$ cat config.mk
export PLATFORM = sky130hd
export DESIGN_NAME = hamming_dma_engine
export DESIGN_NICKNAME = d
export VERILOG_FILES = /design/src/rtl/hamming_pkg.sv /design/src/rtl/hamming_secded.sv /design/src/rtl/hamming_dma_engine.sv
export SDC_FILE = /design/constraint.sdc
export NUM_CORES = 1
export LEC_CHECK = 0
export BUFFER_PORTS_ARGS = -buffer_cell sky130_fd_sc_hd__buf_2
export CORE_MARGIN = 5
export CORE_UTILIZATION = 40
export CTS_CLUSTER_SIZE = 12
export DETAILED_ROUTE_END_ITERATION = 12
export GPL_ROUTABILITY_DRIVEN = 0
export SLEW_MARGIN = 20
export SYNTH_ARGS = -nofsm -noshare
export SYNTH_HDL_FRONTEND = slang
export SYNTH_SLANG_ARGS = --single-unit
$ cat constraint.sdc
create_clock -name CLK -period 3.4 [get_ports CLK]
set_input_delay 0.68 -clock CLK [delete_from_list [all_inputs] [get_ports CLK]]
set_output_delay 0.68 -clock CLK [all_outputs]
set_load 0.02 [all_outputs]
$ cat src/rtl/hamming_pkg.sv
// -----------------------------------------------------------------------------
// hamming_pkg
// Shared types and pure helper functions for the Hamming SECDED DMA engine.
//   state_e      : engine FSM states
//   mode_e       : ENC (pack 11-bit data) / DEC (correct, flag, unpack)
//   FL_*         : decode outcome flags placed in bits [7:6] of the hi byte
//   ham_encode   : 11-bit data -> 16-bit SECDED codeword
//   ham_syndrome : XOR of the indices of all set bits in cw[15:1]
// -----------------------------------------------------------------------------
package hamming_pkg;

    typedef enum logic [2:0] {
        ST_IDLE  = 3'd0,
        ST_RD_LO = 3'd1,
        ST_RD_HI = 3'd2,
        ST_CALC  = 3'd3,
        ST_WR_LO = 3'd4,
        ST_WR_HI = 3'd5,
        ST_DONE  = 3'd6
    } state_e;

    typedef enum logic {
        ENC = 1'b0,
        DEC = 1'b1
    } mode_e;

    localparam logic [1:0] FL_OK  = 2'b00;
    localparam logic [1:0] FL_SGL = 2'b01;
    localparam logic [1:0] FL_DBL = 2'b10;

    // d11[0] is d1 ... d11[10] is d11. Parity bits sit at the power-of-two
    // positions; bit 0 is overall even parity of bits [15:1].
    function automatic logic [15:0] ham_encode(input logic [10:0] d11);
        logic [15:0] cw;
        logic        p8;
        logic        p4;
        logic        p2;
        logic        p1;
        p8 = ^d11[10:4];
        p4 = (^d11[10:7]) ^ (^d11[3:1]);
        p2 = d11[10] ^ d11[9] ^ d11[6] ^ d11[5] ^ d11[3] ^ d11[2] ^ d11[0];
        p1 = d11[10] ^ d11[8] ^ d11[6] ^ d11[4] ^ d11[3] ^ d11[1] ^ d11[0];
        cw = {d11[10:4], p8, d11[3:1], p4, d11[0], p2, p1, 1'b0};
        cw[0] = ^cw[15:1];
        return cw;
    endfunction

    function automatic logic [3:0] ham_syndrome(input logic [15:0] cw16);
        logic [3:0] s;
        s = 4'd0;
        for (int k = 1; k < 16; k++) begin
            if (cw16[k]) begin
                s = s ^ 4'(k);
            end else begin
                s = s;
            end
        end
        return s;
    endfunction

endpackage

$ cat src/rtl/hamming_secded.sv
// -----------------------------------------------------------------------------
// hamming_secded
// Purely combinational SECDED core shared by both engine modes.
// Ports:
//   i_mode  : ENC or DEC
//   i_word  : {hi, lo} bytes as read from memory
//   o_word  : {hi, lo} bytes to write back
//   o_flags : decode outcome (FL_OK in encode mode)
// -----------------------------------------------------------------------------
module hamming_secded
    import hamming_pkg::*;
(
    input  mode_e       i_mode,
    input  logic [15:0] i_word,
    output logic [15:0] o_word,
    output logic [1:0]  o_flags
);

    logic [3:0]  w_syn;
    logic        w_par;
    logic [15:0] w_fixed;
    logic [10:0] w_data;

    assign w_syn = ham_syndrome(i_word);
    assign w_par = ^i_word;

    // Encode packs the 11 data bits; decode corrects/flags and unpacks.
    always_comb begin
        w_fixed = i_word;
        w_data  = 11'h000;
        o_word  = 16'h0000;
        o_flags = FL_OK;
        if (i_mode == ENC) begin
            // Upper five bits of the hi byte are don't-care on input.
            o_word  = ham_encode({i_word[10:8], i_word[7:0]});
            o_flags = FL_OK;
        end else begin
            if (w_par) begin
                // Odd overall parity: single error at position s (s==0 is p0).
                w_fixed = i_word ^ (16'h0001 << w_syn);
                o_flags = FL_SGL;
            end else if (w_syn != 4'd0) begin
                // Even parity but nonzero syndrome: two bits flipped, leave as is.
                w_fixed = i_word;
                o_flags = FL_DBL;
            end else begin
                w_fixed = i_word;
                o_flags = FL_OK;
            end
            w_data = {w_fixed[15:9], w_fixed[7:5], w_fixed[3]};
            o_word = {o_flags, 3'b000, w_data[10:8], w_data[7:0]};
        end
    end

endmodule

$ cat src/rtl/hamming_dma_engine.sv
// -----------------------------------------------------------------------------
// hamming_dma_engine
// Walks NUM_MSG two-byte messages in byte-wide data memory, encoding 11-bit
// data into SECDED codewords or decoding codewords back to data with flags.
// Ports:
//   CLK, Reset      : clock and synchronous active-high reset
//   start, mode     : launch pulse (IDLE/DONE only) and mode latched with it
//   mem_addr        : byte address (registered)
//   mem_rdata       : combinational read data for mem_addr
//   mem_wdata/we    : one-byte write per cycle in WR_LO / WR_HI
//   busy, done      : run in progress / run finished (held until next start)
//   n_single/double : saturating error counters of the last decode run
// Registered outputs are loaded from the next state so they line up with the
// state they describe: mem_addr is valid in RD_LO/RD_HI for the capture.
// -----------------------------------------------------------------------------
module hamming_dma_engine
    import hamming_pkg::*;
#(
    parameter int NUM_MSG  = 15,
    parameter int ADDR_W   = 8,
    parameter int SRC_BASE = 0,
    parameter int DST_BASE = 30
) (
    input  logic              CLK,
    input  logic              Reset,
    input  logic              start,
    input  logic              mode,
    output logic [ADDR_W-1:0] mem_addr,
    input  logic [7:0]        mem_rdata,
    output logic [7:0]        mem_wdata,
    output logic              mem_we,
    output logic              busy,
    output logic              done,
    output logic [7:0]        n_single,
    output logic [7:0]        n_double
);

    localparam logic [6:0]        LAST_IDX = 7'(NUM_MSG - 1);
    localparam logic [ADDR_W-1:0] SRC_A    = ADDR_W'(SRC_BASE);
    localparam logic [ADDR_W-1:0] DST_A    = ADDR_W'(DST_BASE);
    localparam logic [ADDR_W-1:0] ONE_A    = ADDR_W'(32'd1);

    state_e            r_state;
    state_e            w_state_nxt;
    logic [6:0]        r_idx;
    logic [6:0]        w_idx_nxt;
    mode_e             r_mode;
    logic [7:0]        r_lo;
    logic [7:0]        r_hi;
    logic [7:0]        r_res_hi;
    logic [ADDR_W-1:0] r_mem_addr;
    logic [ADDR_W-1:0] w_addr_nxt;
    logic [ADDR_W-1:0] w_off;
    logic [7:0]        r_mem_wdata;
    logic [7:0]        w_wdata_nxt;
    logic              r_mem_we;
    logic              r_busy;
    logic              r_done;
    logic [7:0]        r_n_single;
    logic [7:0]        r_n_double;
    logic              w_start_ok;
    logic [15:0]       w_core_word;
    logic [1:0]        w_core_flags;

    assign w_start_ok = start && ((r_state == ST_IDLE) || (r_state == ST_DONE));

    hamming_secded u_secded (
        .i_mode  (r_mode),
        .i_word  ({r_hi, r_lo}),
        .o_word  (w_core_word),
        .o_flags (w_core_flags)
    );

    // Next-state and message-index logic.
    always_comb begin
        w_state_nxt = r_state;
        w_idx_nxt   = r_idx;
        case (r_state)
            ST_IDLE, ST_DONE: begin
                if (w_start_ok) begin
                    w_state_nxt = ST_RD_LO;
                    w_idx_nxt   = 7'd0;
                end else begin
                    w_state_nxt = r_state;
                    w_idx_nxt   = r_idx;
                end
            end
            ST_RD_LO: w_state_nxt = ST_RD_HI;
            ST_RD_HI: w_state_nxt = ST_CALC;
            ST_CALC:  w_state_nxt = ST_WR_LO;
            ST_WR_LO: w_state_nxt = ST_WR_HI;
            ST_WR_HI: begin
                if (r_idx == LAST_IDX) begin
                    w_state_nxt = ST_DONE;
                end else begin
                    w_state_nxt = ST_RD_LO;
                    w_idx_nxt   = r_idx + 7'd1;
                end
            end
            default: begin
                w_state_nxt = ST_IDLE;
                w_idx_nxt   = 7'd0;
            end
        endcase
    end

    // Bus address and write data for the upcoming state; address wraps modulo 2^ADDR_W.
    always_comb begin
        w_off       = ADDR_W'({w_idx_nxt, 1'b0});
        w_addr_nxt  = {ADDR_W{1'b0}};
        w_wdata_nxt = 8'h00;
        case (w_state_nxt)
            ST_RD_LO: w_addr_nxt = SRC_A + w_off;
            ST_RD_HI: w_addr_nxt = SRC_A + w_off + ONE_A;
            ST_CALC:  w_addr_nxt = r_mem_addr;
            ST_WR_LO: begin
                w_addr_nxt  = DST_A + w_off;
                w_wdata_nxt = w_core_word[7:0];
            end
            ST_WR_HI: begin
                w_addr_nxt  = DST_A + w_off + ONE_A;
                w_wdata_nxt = r_res_hi;
            end
            default: begin
                w_addr_nxt  = {ADDR_W{1'b0}};
                w_wdata_nxt = 8'h00;
            end
        endcase
    end

    // State register and registered bus/status outputs.
    always_ff @(posedge CLK) begin
        if (Reset) begin
            r_state     <= ST_IDLE;
            r_idx       <= 7'd0;
            r_mem_addr  <= {ADDR_W{1'b0}};
            r_mem_wdata <= 8'h00;
            r_mem_we    <= 1'b0;
            r_busy      <= 1'b0;
            r_done      <= 1'b0;
        end else begin
            r_state     <= w_state_nxt;
            r_idx       <= w_idx_nxt;
            r_mem_addr  <= w_addr_nxt;
            r_mem_wdata <= w_wdata_nxt;
            r_mem_we    <= (w_state_nxt == ST_WR_LO) || (w_state_nxt == ST_WR_HI);
            r_busy      <= (w_state_nxt != ST_IDLE) && (w_state_nxt != ST_DONE);
            r_done      <= (w_state_nxt == ST_DONE);
        end
    end

    // Mode latch, byte capture, result hi byte and saturating error counters.
    always_ff @(posedge CLK) begin
        if (Reset) begin
            r_mode     <= ENC;
            r_lo       <= 8'h00;
            r_hi       <= 8'h00;
            r_res_hi   <= 8'h00;
            r_n_single <= 8'h00;
            r_n_double <= 8'h00;
        end else begin
            if (w_start_ok) begin
                r_mode     <= mode_e'(mode);
                r_n_single <= 8'h00;
                r_n_double <= 8'h00;
            end else if ((r_state == ST_CALC) && (r_mode == DEC)) begin
                if ((w_core_flags == FL_SGL) && (r_n_single != 8'hFF)) begin
                    r_n_single <= r_n_single + 8'd1;
                end
                if ((w_core_flags == FL_DBL) && (r_n_double != 8'hFF)) begin
                    r_n_double <= r_n_double + 8'd1;
                end
            end
            if (r_state == ST_RD_LO) begin
                r_lo <= mem_rdata;
            end
            if (r_state == ST_RD_HI) begin
                r_hi <= mem_rdata;
            end
            if (r_state == ST_CALC) begin
                r_res_hi <= w_core_word[15:8];
            end
        end
    end

    assign mem_addr  = r_mem_addr;
    assign mem_wdata = r_mem_wdata;
    assign mem_we    = r_mem_we;
    assign busy      = r_busy;
    assign done      = r_done;
    assign n_single  = r_n_single;
    assign n_double  = r_n_double;

endmodule
==> results.txt <==
Crit Path Max Fanout = 7
outcome = finished, final reports clean
Yosys reg bits = 70
chip width = 110.8 µm
area delta synth->final = 12.97%
Post-synth ARST share = 0%
Final Power = 2.116 mW
chip height = 110.8 µm
clock share of power = 32.4%
Min Clock Period, post-route = 2.894 ns
synth unique cells = 60
Pins Over Slew Limit = 0
Mapped Area = 0.004063 mm²
Max Root-Sink Buffers = 2
Critical Path Sink = mem_addr[5]$_SDFFE_PP0P_
RSZ-0062 raised after global routing = no
GR Util All Layers = 16.61%
hold buffer count at cts = 0
Reg power frac = 42.1%
WL final = 9961 µm
Max Fclk = 345.5 MHz
first-pass GRT wire length = 17070 µm
Critical Path Source = r_idx[0]$_SDFF_PP0_
R2R Path Start = r_idx[0]$_SDFF_PP0_
Post CTS Setup Buffer Count = 0
CP Launch Type = flop
ant diodes = 0
combinational share of power = 25.5%
VDD IR-drop max = 209.4 µV
Via Count = 3601
global route total overflow = 0
Yosys warning count = 0
Syn Nets = 499
fillers = 1015
DP HPWL = 7405 µm
utilization after layout = 46.74%
area of the core = 0.009819 mm²
cell internal pwr = 1.440 mW
fin area = 0.004589 mm²
drt first pass iters = 5
# port buffers = 46
count of final setup violators = 0
vias per cell = 5.498
critical path arrival = 3.16 ns
clock skew = 0.01035 ns
clk sinks = 70
TritonCTS clock tree = built
Post-synth top flop = dfxtp_1
sw frac = 31.95%
register-to-register setup slack = 0.51 ns
CP required = 3.66 ns
Slew @ Worst Pin = 0.6697 ns
Cell Rows = 36
Gate Count Post-Synth = 482
via count of the first global-routing pass = 3382
post-CTS sizing = 0
wire length per cell = 15.21 µm
# Max-Cap Violations = 0
Clock Pin Slew Worst Setup and Hold Paths = 0.08 ns
Clock Latency Late Sink = 0.35 ns
Crit. End Element = flop
DR iter-0 viols = 175
Power per Cell Area = 461.2 mW/mm²
R2R depth = 9
Setup TNS Final = 0 ns
share of cells above drive strength 1 = 16.28%
total CTS buffers = 9
Post-DRT Antenna Nets = 0
CTS H-tree lvls = 3
sequential fraction of the synthesis area = 34.49%
Mapped Avg Cell Area = 8.429 µm²
P_sw = 676.2 µW
DRC errors left = 0
placed cell area = 0.004389 mm²
Post-synth EDFFs = 0
Leakage = 1.733 nW
Slew HR = 55.01%
Final nets = 534
largest net degree at the start of global routing = 32
Starting Density = 41.37%
final worst-path cycle share = 85.13%
Hold Crit Class = flop to flop
initial antenna violation count = 0
IO Pins = 47
Die Area = 0.01227 mm²
CTS root buf = clkbuf_8
Worst R2R End = mem_addr[5]$_SDFFE_PP0P_
Final Hold Viols = 0
critical path class = flop to flop
per-stage QoR:
step           instances  setup WS (ns)  hold slack (ns)
3_3_place_gp         639         0.5621           0.4418
6_report             655         0.5056           0.4560
4_1_cts              655         0.5299           0.4635
3_5_place_dp         639         0.4802           0.4496
5_1_grt              655         0.2989           0.4768
2_1_floorplan        482         0.9090           0.4323
metal layers:
| layer | up-vias | wire length [µm] | GRT usage, % |
|---|---|---|---|
| met5 | - | 0 | 0 |
| met4 | 0 | 101 | 3.859 |
| met3 | 13 | 599 | 4.421 |
| met2 | 111 | 4477 | 26.13 |
| met1 | 1691 | 4782 | 22.77 |
| li1 | 1786 | - | - |
cell type report:
type                    instances  area (µm²)  area share [%]
well taps                     133       166.4           3.626
flip-flops and latches         70        1401           30.53
inverters                       7       26.28          0.5725
repair buffers                 52       275.3           5.998
multi-input cells             377        2520           54.91
clock buffers                  12       155.1           3.381
clock inverters                 4       45.04          0.9815
synth_stat cells (4+ instances only):
master	n	area, µm²
a21o_1	4	30.03
a21oi_1	34	170.2
a221oi_1	5	43.79
a22oi_1	6	45.04
a31oi_1	4	25.02
a32oi_1	4	35.03
and2_1	6	37.54
buf_1	5	18.77
buf_2	7	35.03
clkbuf_1	15	56.30
dfxtp_1	70	1401
ha_1	5	62.56
inv_1	7	26.28
mux2i_1	10	100.1
nand2_1	57	214.0
nand2b_1	7	43.79
nand3_1	16	80.08
nand4_1	7	43.79
nor2_1	54	202.7
nor3_1	11	55.05
nor3b_1	5	37.54
nor4_1	6	37.54
nor4b_1	4	35.03
o21ai_0	20	100.1
o22ai_1	4	25.02
xnor2_1	27	236.5
xor2_1	18	157.7
power by group through the flow:
stage	clock, mW	combinational (mW)	sequential, mW
2_1_floorplan	0	0.431	0.885
5_1_grt	0.741	0.596	0.896
3_5_place_dp	0	0.539	0.909
4_1_cts	0.703	0.542	0.890
3_3_place_gp	0	0.533	0.908
6_report	0.686	0.539	0.891
how the worst min path moves through the flow:
stage / startpoint / to / slack, ns / cells after the start
finish: mem_addr[1]$_SDFFE_PP0P_ / mem_addr[1]$_SDFFE_PP0P_ / 0.46 / 2
global route: mem_addr[1]$_SDFFE_PP0P_ / mem_addr[1]$_SDFFE_PP0P_ / 0.48 / 2
CTS: mem_addr[1]$_SDFFE_PP0P_ / mem_addr[1]$_SDFFE_PP0P_ / 0.46 / 2
detailed placement: mem_addr[1]$_SDFFE_PP0P_ / mem_addr[1]$_SDFFE_PP0P_ / 0.45 / 2
global placement: mem_addr[1]$_SDFFE_PP0P_ / mem_addr[1]$_SDFFE_PP0P_ / 0.44 / 2
floorplan: r_res_hi[2]$_SDFFE_PP0N_ / mem_wdata[2]$_SDFF_PP0_ / 0.43 / 2
kinds of logic after synthesis:
logic type,count (synthesis),share of synthesized area [%]
AOI/OAI and AO/OA,114,18.63
xor gates and xnor gates,59,17.19
adders and majority gates,5,1.540
buffers and inverters,35,3.480
DFF,70,34.49
muxes,10,2.464
and+or+nand+nor,189,22.21
placed cells by master, fill, tap and decap left out, types with 5 or more instances in the layout:
master,netlist,layout
a22oi_1,6,6
inv_1,7,7
nor3b_1,5,5
mux2i_1,10,10
xor2_1,18,18
clkbuf_8,0,11
nor3_1,11,11
nand3_1,16,16
ha_1,5,5
and2_1,6,6
dfxtp_1,70,70
buf_4,0,6
a21oi_1,34,34
a221oi_1,5,5
o21ai_0,20,20
nand2b_1,7,7
buf_2,7,46
nand2_1,57,57
nor4_1,6,6
nor2_1,54,54
nand4_1,7,7
xnor2_1,27,27
flip-flops by register name, summed over array words and instances, names as in the netlist, 3 cells and up:
name / flops
mem_wdata: 8
r_lo: 8
n_single: 8
mem_addr: 8
r_hi: 8
r_state: 3
r_res_hi: 8
n_double: 8
r_idx: 7
worst max-delay path: stages, from the launching register on:
cell and delay (ns):
dfxtp_1 0.37, inv_1 0.10, ha_1 0.15, nor4b_1 0.49, a211oi_1 0.16, a221oi_1 0.51, ha_1 0.35, a41oi_1 0.12
or2_2 0.31, a311oi_1 0.25
(Power assumes the default switching activity.)
